$ cat config.mk
export PLATFORM = sky130hd
export DESIGN_NAME = calc_seq
export DESIGN_NICKNAME = d
export VERILOG_FILES = /design/src/rtl/calc_seq.sv
export SDC_FILE = /design/constraint.sdc
export NUM_CORES = 1
export LEC_CHECK = 0
export BUFFER_PORTS_ARGS = -buffer_cell sky130_fd_sc_hd__buf_2
export CORE_ASPECT_RATIO = 1.25
export CORE_MARGIN = 2
export CORE_UTILIZATION = 30
export DETAILED_ROUTE_END_ITERATION = 7
export HOLD_SLACK_MARGIN = 0.05
export PLACE_DENSITY = 0.52
export SYNTH_ARGS = -nofsm -noshare
export SYNTH_HDL_FRONTEND = slang
export SYNTH_SLANG_ARGS = --single-unit
$ cat constraint.sdc
create_clock -name clk -period 2.06 [get_ports clk]
set_clock_uncertainty 0.1 [all_clocks]
set_input_delay 0 -clock clk [delete_from_list [all_inputs] [get_ports clk]]
set_output_delay 0 -clock clk [all_outputs]
set_load 0.02 [all_outputs]
$ cat src/rtl/calc_seq.sv
// calc_seq: bit-serial neuron sequencer.
// Latches an activation/weight vector pair, streams them LSB first to an
// external calc stage and captures the activated sign bit it returns.
// Optional feature: define CALC_SEQ_MATCH_CNT_EN to add the match_cnt output,
// which counts the streamed cycles where the activation and weight bits agree.
module calc_seq #(
    parameter int VEC_LEN = 16,
    parameter int CNT_W   = 5
) (
    input  logic               clk,
    input  logic               rst,
    input  logic               start,
    input  logic               abort,
    input  logic [VEC_LEN-1:0] act_vec,
    input  logic [VEC_LEN-1:0] wgt_vec,
    input  logic               acted_in,
    output logic               calc_1,
    output logic               calc_in,
    output logic               calc_clr,
    output logic               busy,
    output logic               done,
    output logic               result
`ifdef CALC_SEQ_MATCH_CNT_EN
    ,
    output logic [CNT_W-1:0]   match_cnt
`endif
);

    typedef enum logic [2:0] {
        IDLE,
        CLEAR,
        STREAM,
        SETTLE,
        DONE
    } state_t;

    localparam logic [CNT_W-1:0] LAST_BIT = CNT_W'(VEC_LEN - 1);

    state_t             state_q, state_d;
    logic [CNT_W-1:0]   cnt_q, cnt_d;
    logic [VEC_LEN-1:0] act_sh_q, act_sh_d;
    logic [VEC_LEN-1:0] wgt_sh_q, wgt_sh_d;
    logic               result_q, result_d;
`ifdef CALC_SEQ_MATCH_CNT_EN
    logic [CNT_W-1:0]   match_q, match_d;
`endif

    // Next-state logic: sequencing, shifting, counting and result capture.
    always_comb begin
        // NOTE: every variable gets a default first so no path leaves it
        // unassigned, which would otherwise infer a latch.
        state_d  = state_q;
        cnt_d    = cnt_q;
        act_sh_d = act_sh_q;
        wgt_sh_d = wgt_sh_q;
        result_d = result_q;
`ifdef CALC_SEQ_MATCH_CNT_EN
        match_d  = match_q;
`endif
        case (state_q)
            IDLE: begin
                // start beats abort here; abort is meaningless while idle.
                if (start) begin
                    act_sh_d = act_vec;
                    wgt_sh_d = wgt_vec;
                    state_d  = CLEAR;
                end
            end
            CLEAR: begin
                cnt_d = '0;
`ifdef CALC_SEQ_MATCH_CNT_EN
                match_d = '0;
`endif
                state_d = abort ? IDLE : STREAM;
            end
            STREAM: begin
                if (abort) begin
                    state_d = IDLE;
                end else begin
                    act_sh_d = act_sh_q >> 1;
                    wgt_sh_d = wgt_sh_q >> 1;
                    cnt_d    = cnt_q + CNT_W'(1);
`ifdef CALC_SEQ_MATCH_CNT_EN
                    if (act_sh_q[0] == wgt_sh_q[0]) begin
                        match_d = match_q + CNT_W'(1);
                    end
`endif
                    if (cnt_q == LAST_BIT) begin
                        state_d = SETTLE;
                    end
                end
            end
            SETTLE: begin
                // An abort here discards the capture so result keeps its value.
                if (abort) begin
                    state_d = IDLE;
                end else begin
                    result_d = acted_in;
                    state_d  = DONE;
                end
            end
            DONE: begin
                state_d = IDLE;
            end
            default: begin
                state_d = IDLE;
            end
        endcase
    end

    // State and datapath registers, cleared asynchronously by rst.
    always_ff @(posedge clk or negedge rst) begin
        // NOTE: sequential state uses non-blocking assignments so every flop
        // samples the pre-edge values regardless of statement order.
        if (!rst) begin
            state_q  <= IDLE;
            cnt_q    <= '0;
            // NOTE: the shift registers are reset as well so a reset mid-run
            // leaves no stale operand bits behind.
            act_sh_q <= '0;
            wgt_sh_q <= '0;
            result_q <= 1'b0;
`ifdef CALC_SEQ_MATCH_CNT_EN
            match_q  <= '0;
`endif
        end else begin
            state_q  <= state_d;
            cnt_q    <= cnt_d;
            act_sh_q <= act_sh_d;
            wgt_sh_q <= wgt_sh_d;
            result_q <= result_d;
`ifdef CALC_SEQ_MATCH_CNT_EN
            match_q  <= match_d;
`endif
        end
    end

    // Output decode from registered state only; no input reaches an output.
    always_comb begin
        calc_1   = 1'b0;
        calc_in  = 1'b0;
        calc_clr = 1'b0;
        busy     = (state_q != IDLE);
        done     = (state_q == DONE);
        case (state_q)
            STREAM: begin
                calc_1  = act_sh_q[0];
                calc_in = wgt_sh_q[0];
            end
            SETTLE: begin
                calc_clr = 1'b0;
            end
            default: begin
                calc_clr = 1'b1;
            end
        endcase
    end

    assign result = result_q;
`ifdef CALC_SEQ_MATCH_CNT_EN
    assign match_cnt = match_q;
`endif

endmodule

==> impl_metrics.toml <==
[placed_design]
place_hpwl_um = 2760
pre_cts_ws_ns = 0.384
place_area_um2 = 2430
gp_congestion = 0.687
port_buffers = 42

[setup_path]
crit_type = "reg2reg"
crit_slowest_cell = "dfrtp_1"
cp-end-kind = "flip-flop"
critPathBufInv = 1
required_ns = 2.14
cp.arrival_ns = 1.76
crit_family = "flip-flops"
slowest_delay_ns = 0.48
critPathLaunchType = "flip-flop"
crit_chain = "nor2_4, a21boi_4, buf_12, mux2_2"
path_max_fanout = 32

[grt]
grt_max_degree = 42
grt_pass1_wl_um = 7530
antenna_found_initial = 0
grt_usage = 0.121
grt.overflow.total = 0
grt_pass1_vias = 1636

[route]
route.detailed.drc = 0
wl_per_cell_um = 12.7
viasPerCell = 4.50
vias = 1497
dr.pass1.iters = 4
routed_wl_um = 4240
drtAntennaViolNets = 0
drt_iter0_markers = 42

[synthesis]
synth_top_family_by_area = "multiplexers"
syn_inst = 159
synth_ff_type = "dfrtp_1"
synth_area_per_cell_um2 = 13.3
synth_edf_count = 0
synth_top_area_cell = "dfrtp_1"
ys_warn_count = 0
yosysSeqAreaShare = 0.485
synthAdderAreaFrac = 0.0118
synth_mux_area_frac = 0.324
syn_area_um2 = 2120
synth_top_area_frac = 0.485
synth_cell_type_count = 32
synth_seq_cells = 41
synthSimpleGateAreaFrac = 0.0798
synth_xor_area_frac = 0.00414
netlist_top_cells_area = "dfrtp_1 48%, mux2_2 21%, mux2_1 11%"
synth_compound_area_frac = 0.0591
postSynth.asyncResetShare = 1.00
synth.net_count = 198

[timing]
fin_setup_tns_ns = 0
max_slew_margin = 0.644
setup_viol = 0
final_max_slew_viol_count = 0
period_share = 0.817
fin_crit_ns = 1.68
hold_violations = 0
worst_slew_pin_slew_ns = 0.534
grt_setup_unrepaired = "no"
setup_ws_ns = 0.378
fmax_ghz = 0.595

[final_layout]
num_antenna_cells = 0
fin_nets = 282
n_fill_cell = 680
stdcell_area_um2 = 2920
final_util = 0.423
synthToLayoutAreaGrowth_pct = 37.8
drive_gt1_frac = 0.407

[cts]
insertion_delay_ns = 0.29
htree_num_levels = 2
clkSinkCount = 41
cts_buffers = 5
cts_resized = 0
clk_pin_slew_ns = 0.08
post_cts_buffers = 0
clk_path_buf_depth = 2
cts-root-buf = "clkbuf_8"
cts_tree = "yes"

[power]
ir_drop_uv = 312
p_clk_frac = 0.206
p_total_mw = 3.04
p_sw_mw = 0.886
swShare = 0.291
comb_power_share = 0.351
powerDensity_nw_per_um2 = 1040
p_leak_nw = 1.30
internal-power_mw = 2.16
seqPwrFrac = 0.443

[floorplanning]
die_area_um2 = 7750
rows = 34
start_util = 0.307
core_area_um2 = 6890
die_y_um = 97.9
die_w_um = 79.1
ioPinCount = 43

[status]
status = "finished, final reports clean"

[flow_run]
drv_cap = 0

[hold_path]
hold_path_class = "in2async"
==> Yosys cell counts, drive strengths merged, types with 3 or more instances <==
cell type and n:
buf 8, or3 3, mux2 61, and3 3, a22o 3, nand4b 3
nand2 5, o21ai 6, inv 3, dfrtp 41, nand2b 4
==> area by class of cell <==
class	count	area [µm²]	share of cell area
sequential	41	1030	0.352
multi-input combinational	106	1010	0.348
timing repair buffer	86	648	0.222
tap	90	113	0.0386
clock buffer	5	68.8	0.0236
clock inverter	2	35.0	0.0120
inverter	3	11.3	0.00386
==> logic make-up after synthesis <==
logic type,after synthesis
multiplexers,61
flip-flops,41
AND/OR/NAND/NOR,26
AO/OA/AOI/OAI,16
buffers and inverters,12
adder cells (fa/ha/maj),2
XOR/XNOR,1
==> through the flow <==
step | hold slack, ns | instances
2_1_floorplan | -0.396 | 159
3_3_place_gp | 0.0126 | 288
6_report | 0.199 | 333
3_5_place_dp | 0.00958 | 288
4_1_cts | 0.222 | 333
5_1_grt | 0.259 | 333
==> per-layer routing <==
metal / GRT usage / vias to the layer above / routed length [µm]
li1: - / 744 / -
met1: 0.158 / 720 / 1950
met2: 0.202 / 27 / 2080
met3: 0.0203 / 6 / 132
met4: 0.0438 / 0 / 75
met5: 0 / - / 0
==> worst min-delay path: stages <==
cell           delay [ns]
dlygate4sd3_1        0.51
buf_2                0.09
buf_4                0.44
==> power groups by stage <==
stage          combinational, mW  sequential (mW)  clock [mW]
4_1_cts                     1.09             1.35       0.647
2_1_floorplan              0.834             1.31           0
3_3_place_gp                1.02             1.36           0
6_report                    1.07             1.35       0.626
5_1_grt                     1.19             1.41       0.674
3_5_place_dp                1.03             1.37           0
==> cells in the final DEF (no fill, tap or decap), types with 2 or more instances in the layout <==
cell / netlist / routed
a21o_1: 2 / 2
a22o_1: 3 / 3
and3_1: 3 / 3
buf_2: 4 / 42
buf_4: 1 / 5
clkbuf_8: 0 / 5
dfrtp_1: 41 / 40
dlygate4sd3_1: 0 / 38
ha_1: 2 / 2
inv_1: 3 / 3
mux2_1: 21 / 21
mux2_2: 40 / 40
nand2_1: 5 / 5
nand2b_1: 3 / 3
nand4b_1: 3 / 3
nor3b_1: 2 / 2
o21ai_0: 3 / 3
o21ai_1: 3 / 3
or3_1: 3 / 3
==> what timing repair did <==
item                                    CTS  global route
hold endpoints to repair                 76             0
endpoints found under the setup margin    0             0
hold buffers                             38             0
==> registers in the layout (all words and copies together), names as in the netlist <==
register and flops:
cnt_q 5, result 1, state_q 3, wgt_sh_q 16
act_sh_q 16
==> path summary, 6_finish.rpt <==
check | startpoint | to | slack, ns | cells past startpoint
max | state_q[2]$_DFFE_PN0P_ | wgt_sh_q[9]$_DFFE_PN0P_ | 0.38 | 4
min | rst | cnt_q[2]$_DFFE_PN0P_ | 0.20 | 3
max in group asynchronous | rst | state_q[1]$_DFFE_PN0P_ | 1.27 | 3
max reg2reg | state_q[2]$_DFFE_PN0P_ | wgt_sh_q[9]$_DFFE_PN0P_ | 0.38 | 4
min reg2reg | act_sh_q[14]$_DFFE_PN0P_ | act_sh_q[14]$_DFFE_PN0P_ | 0.39 | 1
min in group clk | acted_in | result$_DFFE_PN0P_ | 0.36 | 3
No activity file was read; power rests on OpenSTA's default activity.
